--- src/rtl/int_sequencer_if.sv ---
// Signal bundle between the interrupt sequencer and its CPU core: request lines, config/vector writes,
// return-address push handshake and vector load; slave = sequencer side, master = core/bench side.
interface int_sequencer_if;
  logic        i_inta;
  logic        i_intb;
  logic        i_cfg_we;
  logic [2:0]  i_cfg_data;
  logic [1:0]  i_vec_we;
  logic [15:0] i_data_bus;
  logic        i_instr_done;
  logic [15:0] i_pc;
  logic        o_save_req;
  logic        i_save_ack;
  logic [15:0] o_save_data;
  logic        i_iret;
  logic [15:0] o_addr_bus;
  logic        o_addr_valid;
  logic        o_pc_set;
  logic        o_decoder_interrupt;
  logic        o_busy;
  logic [1:0]  o_active_src;
  logic        o_fault;

  modport slave (
    input  i_inta, i_intb, i_cfg_we, i_cfg_data, i_vec_we, i_data_bus,
           i_instr_done, i_pc, i_save_ack, i_iret,
    output o_save_req, o_save_data, o_addr_bus, o_addr_valid, o_pc_set,
           o_decoder_interrupt, o_busy, o_active_src, o_fault
  );

  modport master (
    output i_inta, i_intb, i_cfg_we, i_cfg_data, i_vec_we, i_data_bus,
           i_instr_done, i_pc, i_save_ack, i_iret,
    input  o_save_req, o_save_data, o_addr_bus, o_addr_valid, o_pc_set,
           o_decoder_interrupt, o_busy, o_active_src, o_fault
  );
endinterface

--- src/rtl/int_sequencer.sv ---
// Two-source edge-triggered interrupt sequencer: save_req 1 cycle after instr_done, pc_set 1 cycle after ack;
// SAVE stalls until i_save_ack (optional INT_SAVE_TIMEOUT_EN aborts after 15 cycles and sets sticky o_fault).
module int_sequencer (
  input  logic            clk,
  input  logic            n_rst,
  int_sequencer_if.slave  bus
);

  typedef enum logic [1:0] {IDLE, SAVE, VECTOR, SERVICE} state_t;

  localparam logic [15:0] VEC_A_RST = 16'hFDA9;
  localparam logic [15:0] VEC_B_RST = 16'hFB53;
  localparam logic [1:0]  SRC_A     = 2'b01;
  localparam logic [1:0]  SRC_B     = 2'b10;

  state_t      state, state_n;
  logic        inta_q, intb_q;
  logic        pend_a, pend_b;
  logic        en_a, en_b, prio;
  logic [15:0] vec_a, vec_b, vec, ret_pc;
  logic [1:0]  win, win_n;
  logic        take, rise_a, rise_b, clr_a, clr_b, timeout;

  // outputs are pure decodes of state plus latched transaction data
  logic        save_req, addr_valid, pc_set, dec_int;
  logic [15:0] save_data, addr_bus;
  logic [1:0]  active_src;

  assign rise_a = bus.i_inta & ~inta_q & en_a;
  assign rise_b = bus.i_intb & ~intb_q & en_b;
  assign win_n  = (pend_b & (~pend_a | prio)) ? SRC_B : SRC_A;
  assign clr_a  = (state == VECTOR) && (win == SRC_A);
  assign clr_b  = (state == VECTOR) && (win == SRC_B);

`ifdef INT_SAVE_TIMEOUT_EN
  logic [3:0] save_cnt;
  logic       fault;

  assign timeout = (state == SAVE) && !bus.i_save_ack && (save_cnt == 4'd14);

  always_ff @(posedge clk or negedge n_rst) begin
    if (!n_rst) begin
      save_cnt <= 4'd0;
      fault    <= 1'b0;
    end else begin
      save_cnt <= (state == SAVE) ? save_cnt + 4'd1 : 4'd0;
      if (timeout)
        fault <= 1'b1;
      else if (bus.i_cfg_we)
        fault <= 1'b0;
    end
  end

  assign bus.o_fault = fault;
`else
  assign timeout     = 1'b0;
  assign bus.o_fault = 1'b0;
`endif

  always_ff @(posedge clk or negedge n_rst) begin
    if (!n_rst)
      state <= IDLE;
    else
      state <= state_n;
  end

  always_comb begin
    state_n    = state;
    take       = 1'b0;
    save_req   = 1'b0;
    save_data  = 16'h0000;
    addr_valid = 1'b0;
    pc_set     = 1'b0;
    addr_bus   = 16'h0000;
    dec_int    = 1'b0;
    active_src = 2'b00;
    case (state)
      IDLE: begin
        if ((pend_a | pend_b) & bus.i_instr_done) begin
          state_n = SAVE;
          take    = 1'b1;
        end
      end
      SAVE: begin
        save_req  = 1'b1;
        save_data = ret_pc;
        dec_int   = 1'b1;
        if (bus.i_save_ack)
          state_n = VECTOR;
        else if (timeout)
          state_n = IDLE;
      end
      VECTOR: begin
        addr_valid = 1'b1;
        pc_set     = 1'b1;
        addr_bus   = vec;
        dec_int    = 1'b1;
        state_n    = SERVICE;
      end
      SERVICE: begin
        active_src = win;
        if (bus.i_iret)
          state_n = IDLE;
      end
      default: state_n = IDLE;
    endcase
  end

  always_ff @(posedge clk or negedge n_rst) begin
    if (!n_rst) begin
      inta_q <= 1'b0;
      intb_q <= 1'b0;
      pend_a <= 1'b0;
      pend_b <= 1'b0;
      en_a   <= 1'b1;
      en_b   <= 1'b1;
      prio   <= 1'b0;
      vec_a  <= VEC_A_RST;
      vec_b  <= VEC_B_RST;
      vec    <= 16'h0000;
      ret_pc <= 16'h0000;
      win    <= 2'b00;
    end else begin
      inta_q <= bus.i_inta;
      intb_q <= bus.i_intb;
      // a fresh edge beats the vector-cycle clear; disabling a source beats both
      pend_a <= ((pend_a & ~clr_a) | rise_a) & ~(bus.i_cfg_we & ~bus.i_cfg_data[0]);
      pend_b <= ((pend_b & ~clr_b) | rise_b) & ~(bus.i_cfg_we & ~bus.i_cfg_data[1]);
      if (bus.i_cfg_we)
        {prio, en_b, en_a} <= bus.i_cfg_data;
      if (bus.i_vec_we[0])
        vec_a <= bus.i_data_bus;
      if (bus.i_vec_we[1])
        vec_b <= bus.i_data_bus;
      if (take) begin
        ret_pc <= bus.i_pc;
        win    <= win_n;
        vec    <= (win_n == SRC_A) ? vec_a : vec_b;
      end
    end
  end

  assign bus.o_save_req          = save_req;
  assign bus.o_save_data         = save_data;
  assign bus.o_addr_valid        = addr_valid;
  assign bus.o_pc_set            = pc_set;
  assign bus.o_addr_bus          = addr_bus;
  assign bus.o_decoder_interrupt = dec_int;
  assign bus.o_busy              = (state != IDLE);
  assign bus.o_active_src        = active_src;

endmodule

--- src/flat_wrapper.sv ---
// flat-port wrapper written by rule: the top's interface ports become plain ports
module int_sequencer_flat 
  (clk, n_rst, bus_i_inta, bus_i_intb, bus_i_cfg_we, bus_i_cfg_data, bus_i_vec_we, bus_i_data_bus, bus_i_instr_done, bus_i_pc, bus_i_save_ack, bus_i_iret, bus_o_save_req, bus_o_save_data, bus_o_addr_bus, bus_o_addr_valid, bus_o_pc_set, bus_o_decoder_interrupt, bus_o_busy, bus_o_active_src, bus_o_fault);
  int_sequencer_if bus_i ();
  input  logic clk;
  input  logic n_rst;
  input wire logic [$bits(bus_i.i_inta)-1:0] bus_i_inta;
  input wire logic [$bits(bus_i.i_intb)-1:0] bus_i_intb;
  input wire logic [$bits(bus_i.i_cfg_we)-1:0] bus_i_cfg_we;
  input wire logic [$bits(bus_i.i_cfg_data)-1:0] bus_i_cfg_data;
  input wire logic [$bits(bus_i.i_vec_we)-1:0] bus_i_vec_we;
  input wire logic [$bits(bus_i.i_data_bus)-1:0] bus_i_data_bus;
  input wire logic [$bits(bus_i.i_instr_done)-1:0] bus_i_instr_done;
  input wire logic [$bits(bus_i.i_pc)-1:0] bus_i_pc;
  input wire logic [$bits(bus_i.i_save_ack)-1:0] bus_i_save_ack;
  input wire logic [$bits(bus_i.i_iret)-1:0] bus_i_iret;
  output wire logic [$bits(bus_i.o_save_req)-1:0] bus_o_save_req;
  output wire logic [$bits(bus_i.o_save_data)-1:0] bus_o_save_data;
  output wire logic [$bits(bus_i.o_addr_bus)-1:0] bus_o_addr_bus;
  output wire logic [$bits(bus_i.o_addr_valid)-1:0] bus_o_addr_valid;
  output wire logic [$bits(bus_i.o_pc_set)-1:0] bus_o_pc_set;
  output wire logic [$bits(bus_i.o_decoder_interrupt)-1:0] bus_o_decoder_interrupt;
  output wire logic [$bits(bus_i.o_busy)-1:0] bus_o_busy;
  output wire logic [$bits(bus_i.o_active_src)-1:0] bus_o_active_src;
  output wire logic [$bits(bus_i.o_fault)-1:0] bus_o_fault;
  assign bus_i.i_inta = bus_i_inta;
  assign bus_i.i_intb = bus_i_intb;
  assign bus_i.i_cfg_we = bus_i_cfg_we;
  assign bus_i.i_cfg_data = bus_i_cfg_data;
  assign bus_i.i_vec_we = bus_i_vec_we;
  assign bus_i.i_data_bus = bus_i_data_bus;
  assign bus_i.i_instr_done = bus_i_instr_done;
  assign bus_i.i_pc = bus_i_pc;
  assign bus_i.i_save_ack = bus_i_save_ack;
  assign bus_i.i_iret = bus_i_iret;
  assign bus_o_save_req = bus_i.o_save_req;
  assign bus_o_save_data = bus_i.o_save_data;
  assign bus_o_addr_bus = bus_i.o_addr_bus;
  assign bus_o_addr_valid = bus_i.o_addr_valid;
  assign bus_o_pc_set = bus_i.o_pc_set;
  assign bus_o_decoder_interrupt = bus_i.o_decoder_interrupt;
  assign bus_o_busy = bus_i.o_busy;
  assign bus_o_active_src = bus_i.o_active_src;
  assign bus_o_fault = bus_i.o_fault;
  int_sequencer u_core (.clk(clk), .n_rst(n_rst), .bus(bus_i));
endmodule
--- config.mk ---
export PLATFORM = sky130hd
export DESIGN_NAME = int_sequencer_flat
export DESIGN_NICKNAME = d
export VERILOG_FILES = /design/src/rtl/int_sequencer_if.sv /design/src/rtl/int_sequencer.sv /design/src/flat_wrapper.sv
export SDC_FILE = /design/constraint.sdc
export NUM_CORES = 1
export LEC_CHECK = 0
export BUFFER_PORTS_ARGS = -buffer_cell sky130_fd_sc_hd__buf_2
export CELL_PAD_IN_SITES_DETAIL_PLACEMENT = 1
export CELL_PAD_IN_SITES_GLOBAL_PLACEMENT = 1
export CORE_MARGIN = 3
export CORE_UTILIZATION = 47
export CTS_BUF_LIST = sky130_fd_sc_hd__clkbuf_4
export DETAILED_ROUTE_END_ITERATION = 8
export GPL_TIMING_DRIVEN = 0
export PLACE_DENSITY_LB_ADDON = 0.3
export RECOVER_POWER = 100
export REMOVE_ABC_BUFFERS = 1
export SKIP_CTS_REPAIR_TIMING = 1
export SLEW_MARGIN = 20
export SYNTH_ARGS = -nofsm -noshare
export SYNTH_HDL_FRONTEND = slang
export SYNTH_SLANG_ARGS = --single-unit
--- constraint.sdc ---
create_clock -name clk -period 3.8 [get_ports clk]
set_input_delay 0.38 -clock clk [delete_from_list [all_inputs] [get_ports clk]]
set_output_delay 0.38 -clock clk [all_outputs]
set_load 0.02 [all_outputs]
==> results of run 1 <==
-- registers in the layout, indices dropped and copies added (netlist names) --
signal         count
u_core.vec_b      16
u_core.vec        16
u_core.prio        1
u_core.intb_q      1
u_core.ret_pc     16
u_core.inta_q      1
u_core.vec_a      16
u_core.pend_b      1
u_core.pend_a      1
u_core.win         2
u_core.state       2
u_core.en_a        1
u_core.en_b        1
-- critical path: cells and delay by family (launching register included) --
| kind | cells | cell delay [ps] |
|---|---|---|
| buffers and inverters | 2 | 350 |
| and+or+nand+nor | 1 | 230 |
| adders and majority gates | 1 | 680 |
| DFF | 1 | 440 |
-- synthesized netlist by cell type (all sizes together) --
cell     number  area (um2)
mux2         52       638.1
dfrtp        51        1276
and2         34       212.7
dfstp        24       630.6
o21ai        19       98.84
nand3        17       85.08
nor2         17       63.81
a31oi        16       100.1
buf          13       91.33
clkbuf        8       30.03
inv           7       26.28
ha            4       50.05
a21oi         2       10.01
a2bb2oi       2       17.52
nand2         2       7.510
nand3b        2       15.01
a222oi        1       10.01
a22oi         1       7.510
and2b         1       7.510
clkinv        1       3.750
conb          1       3.750
nand2b        1       6.260
nor2b         1       6.260
o211a         1       10.01
o21a          1       7.510
-- cell families (layout without fill, tap and decap cells) --
family	Yosys count	in the layout
flip-flops	75	75
AND/OR/NAND/NOR	75	75
multiplexers	52	52
AO/OA/AOI/OAI	43	43
buffers and inverters	29	109
adder cells (fa/ha/maj)	4	4
other	1	1
-- cell type report --
class | count | area (um2)
clock buffers | 9 | 67.56
clock inverters | 7 | 58.81
fillers | 805 | 2985
inverters | 8 | 30.03
multi-input cells | 175 | 1313
flip-flops and latches | 75 | 1907
well taps | 96 | 120.1
repair buffers | 85 | 425.4
-- routing by layer --
layer  share of wire (%)  wire length, um
met5                   0                0
met4                 1.2               94
met3                 4.5              344
met2                  51             3905
met1                  43             3341
-- final timing paths --
path                                                 end  slack (ps)  depth (start not counted)
setup / recovery                      bus_o_addr_bus[10]        1310                          4
hold / removal                   u_core.intb_q$_DFF_PN0_          90                          1
setup reg to reg           u_core.ret_pc[12]$_DFFE_PN0P_        1710                          2
hold reg to reg              u_core.vec_a[9]$_DFFE_PN0P_         490                          1
max in group asynchronous   u_core.vec_a[12]$_DFFE_PN1P_        1840                          3
min in group asynchronous   u_core.ret_pc[2]$_DFFE_PN0P_         960                          2
-- metrics by stage --
stage | util (%) | hold WS (ps) | setup slack, ps | instances | area, um2
floorplan | - | 84.41 | 1544 | 258 | 3294
detailed placement | 56.00 | 330.7 | 1685 | 438 | 3867
global placement | 55.45 | 459.2 | 867.3 | 437 | 3830
CTS | 57.83 | -123.5 | 1337 | 454 | 3994
finish | 56.78 | 92.69 | 1309 | 455 | 3921
global route | 56.78 | 65.04 | 1137 | 455 | 3921
-- power by group through the flow --
stage / logic, uW / clock network (uW) / registers, uW
after floorplan: 774 / 0 / 1160
after global placement: 1080 / 0 / 1190
after detailed placement: 1110 / 0 / 1210
after CTS: 1120 / 476 / 1190
after global routing: 1110 / 512 / 1220
final: 1000 / 462 / 1190
==> impl_results.md, run 1 <==
* Outcome: finished with violations
* Failing checks: max-capacitance violations, max-slew violations
* CP Launch Type: flop
* Hold_sp: bus_i_intb
* Average wire per standard cell at 16.89 um
* Initial Util at 49.46%
* H-tree depth at 3
* Hpwl dp at 5.121 mm
* DRT iter0 DRCs at 77
* Commonest non-fill, non-tap cell in the layout: buf_2
* Largest family of logic cells by synthesized area: multiplexers
* TNS Setup at 0 ps
* RSZ-0062 raised after global routing: false
* Register share of total power at 44.8%
* First-pass GRT wire length at 12.28 mm
* Skew-Pair Late Insertion Delay at 400 ps
* Clk root buf: clkbuf_4
* Routing usage on met3 at 4.225%
* Gate power share at 37.7%
* Pwr/cell area at 675.5 mW/mm2
* Yosys Warn Count at 0
* HP Class: in -> reg
* PortBufs at 83
* Cell variety after synth at 31
* Fmax at 401.5 MHz
* CTS clock-pin slew for the worst setup and hold paths at 120 ps
* Peak VDD IR at 0.0002892 V
* Longest Clk Path Bufs at 2
* Area delta synth->final at 14.80%
* Tcrit/Tclk final at 65.54%
* Grt met1 use at 23.50%
* CP max-delay cell: ha_1
* Vias at 2,358
* Total global routing overflow at 0
* Final Hold Vio Count at 0
* Max_cap viols at 1
* Via-per-instance ratio at 5.182
* Post-synthesis adder-cell area fraction at 1.465%
* Critical path type: reg -> out
* Leakage Power at 0.001725 uW
* Power Internal at 1629 uW
* Worst path cell trace: inv_1 > ha_1 > and2_1 > clkbuf_1
* Largest net degree at the start of global routing at 52
* Met2 usage at 32.13%
* # DRC at 0
* # setup viols final at 0
* Skew final at 9.016 ps
* First-pass DRT Iterations at 6
* Simple-gate portion of the synthesized area at 11.83%
* Final Max Tran Viols at 27
* Syn avg cell area at 12.24 um2
* Row cnt at 30
* Busiest grt layer: met2
* Tmin final at 2491 ps
* P_sw at 1019 uW
* Routed wire length at 7.685 mm
* Most frequent cells in the layout: 61 x buf_2, 51 x dfrtp_1, 30 x mux2_1
* Initial antenna violation count at 0
* Post-synthesis mux area share at 18.68%
* CP Max Fanout at 21
* Element type at the critical path end: output pin
* Synth Cell Area at 0.003416 mm2
* Synthesized flop and latch total at 75
* Total power at 2649 uW
* Cts bufs inserted at 9
* RR Startpoint: u_core.pend_b$_DFF_PN0_
* Synth Area in XOR/XNOR at 0%
* CTS sink cnt at 75
* Worst slew pin tran at 1684 ps
* CP peak stage delay at 680 ps
* Post-synthesis sequential area ratio at 55.82%
* Arrival @ worst endpoint at 2110 ps
* Final antenna-violating net count at 0
* Synth Instances at 279
* CTS tree: done
* Req. time, crit path at 3420 ps
* I/O pin count at 85
* Layout cells sized above 1 at 34.82%
* Vias in the first global route at 2,426
* RePlAce Congestion at 0.7052
* Die height at 91.25 um
* Core footprint at 0.006907 mm2
* Total GRT Usage at 19.08%
* CP Launch Point: u_core.state[0]$_DFFE_PN0P_
* Max_slew headroom at -12.30%
* Sw frac at 38.49%
* Die area at 0.008327 mm2
* Die W at 91.25 um
* Ant. Diodes at 0
* Clk pwr share at 17.4%
* Compound-Gate Fraction of Synth Area at 7.656%
* Layout Nets at 403
(Power assumes the default switching activity.)
==> run 2: changes to the inputs <==
--- a/config.mk
+++ b/config.mk
@@ -9,7 +9,7 @@
 export CELL_PAD_IN_SITES_DETAIL_PLACEMENT = 1
 export CELL_PAD_IN_SITES_GLOBAL_PLACEMENT = 1
 export CORE_MARGIN = 3
-export CORE_UTILIZATION = 47
+export CORE_UTILIZATION = 43
 export CTS_BUF_LIST = sky130_fd_sc_hd__clkbuf_4
 export DETAILED_ROUTE_END_ITERATION = 8
 export GPL_TIMING_DRIVEN = 0
==> constraint.sdc (replaced) <==
create_clock -name clk -period 2.3 [get_ports clk]
set_input_delay 0.23 -clock clk [delete_from_list [all_inputs] [get_ports clk]]
set_output_delay 0.23 -clock clk [all_outputs]
set_load 0.02 [all_outputs]
==> impl_results.md, run 2 (synthesis results as in run 1) <==
* Worst slew pin tran at 932.3 ps (was 1684 ps)
* Die area at 0.009049 mm2 (was 0.008327 mm2)
* HP Class: in -> reg (unchanged)
* CP max-delay cell: dfrtp_1 (was ha_1)
* Pwr/cell area at 1158 mW/mm2 (was 675.5 mW/mm2)
* Longest Clk Path Bufs at 2 (unchanged)
* Placed cell area at 0.003871 mm2 (was 0.003867 mm2)
* DRT iter0 DRCs at 93 (was 77)
* Die W at 95.13 um (was 91.25 um)
* Skew final at 12.92 ps (was 9.016 ps)
* Register share of total power at 42.6% (was 44.8%)
* Core footprint at 0.007486 mm2 (was 0.006907 mm2)
* CTS clock-pin slew for the worst setup and hold paths at 120 ps (about the same)
* Row cnt at 31 (was 30)
* CP Max Fanout at 51 (was 21)
* CTS tree: done (unchanged)
* Critical path type: reg -> reg (was reg -> out)
* P_sw at 1679 uW (was 1019 uW)
* Total global routing overflow at 0 (unchanged)
* Power Internal at 2915 uW (was 1629 uW)
* Via-per-instance ratio at 5.154 (was 5.182)
* First-pass GRT wire length at 12.20 mm (was 12.28 mm)
* Commonest non-fill, non-tap cell in the layout: buf_2 (unchanged)
* Total GRT Usage at 17.94% (was 19.08%)
* Peak VDD IR at 0.0004752 V (was 0.0002892 V)
* Final Util at 53.00% (was 56.78%)
* CTS sink cnt at 75 (unchanged)
* Gate power share at 35.6% (was 37.7%)
* Area delta synth->final at 16.15% (was 14.80%)
* Average wire per standard cell at 16.77 um (was 16.89 um)
* Sw frac at 36.55% (was 38.49%)
* Tmin final at 2109 ps
* Layout Nets at 405 (was 403)
* Outcome: complete, no violations (was finished with violations)
* Req. time, crit path at 2580 ps (was 3420 ps)
* Hpwl dp at 5.067 mm (was 5.121 mm)
* Ant. Diodes at 0 (unchanged)
* Max_slew headroom at 37.84% (was -12.30%)
* CP Launch Type: flop (unchanged)
* PortBufs at 83 (unchanged)
* H-tree depth at 3 (unchanged)
* Vias at 2,371 (was 2,358)
* Skew-Pair Late Insertion Delay at 410 ps (was 400 ps)
* Final antenna-violating net count at 0 (unchanged)
* Tcrit/Tclk final at 91.69%
* Element type at the critical path end: flop (was output pin)
* Min Hold Slack at 32.87 ps (was 92.69 ps)
* Die height at 95.13 um (was 91.25 um)
* Most frequent cells in the layout: 53 x buf_2, 51 x dfrtp_1, 30 x mux2_1 (was 61 x buf_2, 51 x dfrtp_1, 30 x mux2_1)
* Final Hold Vio Count at 0 (unchanged)
* Leakage Power at 0.001719 uW (was 0.001725 uW)
* Arrival @ worst endpoint at 2390 ps (was 2110 ps)
* Initial Util at 45.63% (was 49.46%)
* Total power at 4594 uW (was 2649 uW)
* Final Max Tran Viols at 0 (was 27)
* RSZ-0062 raised after global routing: false (unchanged)
* Clk root buf: clkbuf_4 (unchanged)
* Max_cap viols at 0 (was 1)
* First-pass DRT Iterations at 4 (was 6)
* Routed wire length at 7.714 mm (was 7.685 mm)
* # setup viols final at 0 (unchanged)
* Largest net degree at the start of global routing at 59 (was 52)
* Vias in the first global route at 2,498 (was 2,426)
* Cts bufs inserted at 9 (unchanged)
* Fmax at 474.2 MHz
* # DRC at 0 (unchanged)
* Clk pwr share at 21.8% (was 17.4%)
* Final instance area at 0.003968 mm2 (was 0.003921 mm2)
* Initial antenna violation count at 0 (unchanged)
* CP peak stage delay at 910 ps (was 680 ps)
* I/O pin count at 85 (unchanged)
* Layout cells sized above 1 at 31.86% (was 34.82%)
* RePlAce Congestion at 0.7069 (was 0.7052)
* Worst path cell trace: o211a_4 > mux2_1 (was inv_1 > ha_1 > and2_1 > clkbuf_1)
==> run 2: metrics by stage <==
stage | TNS, ps | instances | worst slack [ps]
2_1_floorplan | 0 | 258 | 44.31
3_3_place_gp | -18930 | 440 | -647.3
3_5_place_dp | 0 | 441 | 172.5
4_1_cts | 0 | 457 | 6.515
5_1_grt | 0 | 460 | 19.45
6_report | 0 | 460 | 191.0
==> run 2: worst paths after layout <==
path / startpoint / endpoint / slack (ps) / cells past startpoint
worst max register to register: u_core.pend_b$_DFF_PN0_ / u_core.ret_pc[12]$_DFFE_PN0P_ / 190 / 2
max in group asynchronous: n_rst / u_core.vec[8]$_DFFE_PN0P_ / 440 / 3
worst min-delay path: bus_i_pc[1] / u_core.ret_pc[1]$_DFFE_PN0P_ / 30 / 2
worst max-delay path: u_core.pend_b$_DFF_PN0_ / u_core.ret_pc[12]$_DFFE_PN0P_ / 190 / 2
worst min register to register: u_core.ret_pc[4]$_DFFE_PN0P_ / u_core.ret_pc[4]$_DFFE_PN0P_ / 490 / 1
min in group asynchronous: n_rst / u_core.ret_pc[5]$_DFFE_PN0P_ / 470 / 2
==> run 2: worst max-delay path: cells and delay by family (launching register included) <==
kind | cells | cell delay, ps
multiplexers | 1 | 410
flip-flops | 1 | 910
AO/OA/AOI/OAI | 1 | 670
==> run 2: area by class of cell <==
type,instances,area (um2)
well taps,99,123.9
repair buffers,87,416.7
inverters,8,30.03
clock buffers,10,75.07
flip-flops and latches,75,1907
multi-input cells,175,1311
fillers,851,3518
clock inverters,6,103.9
==> run 2: metal layers <==
layer  part of all wire [%]  global-route usage, %  routed length, um
met5                      0                      0                  0
met4                    1.5                  7.692                116
met3                    7.5                  4.183                582
met2                     50                  31.49               3863
met1                     41                  20.87               3151
==> run 2: power groups by stage <==
stage | clock network, uW | registers (uW) | logic [uW]
detailed placement | 0 | 2000 | 1830
global route | 1100 | 2020 | 1820
global placement | 0 | 1960 | 1780
floorplan | 0 | 1910 | 1280
finish | 1000 | 1960 | 1630
CTS | 1030 | 1980 | 1850
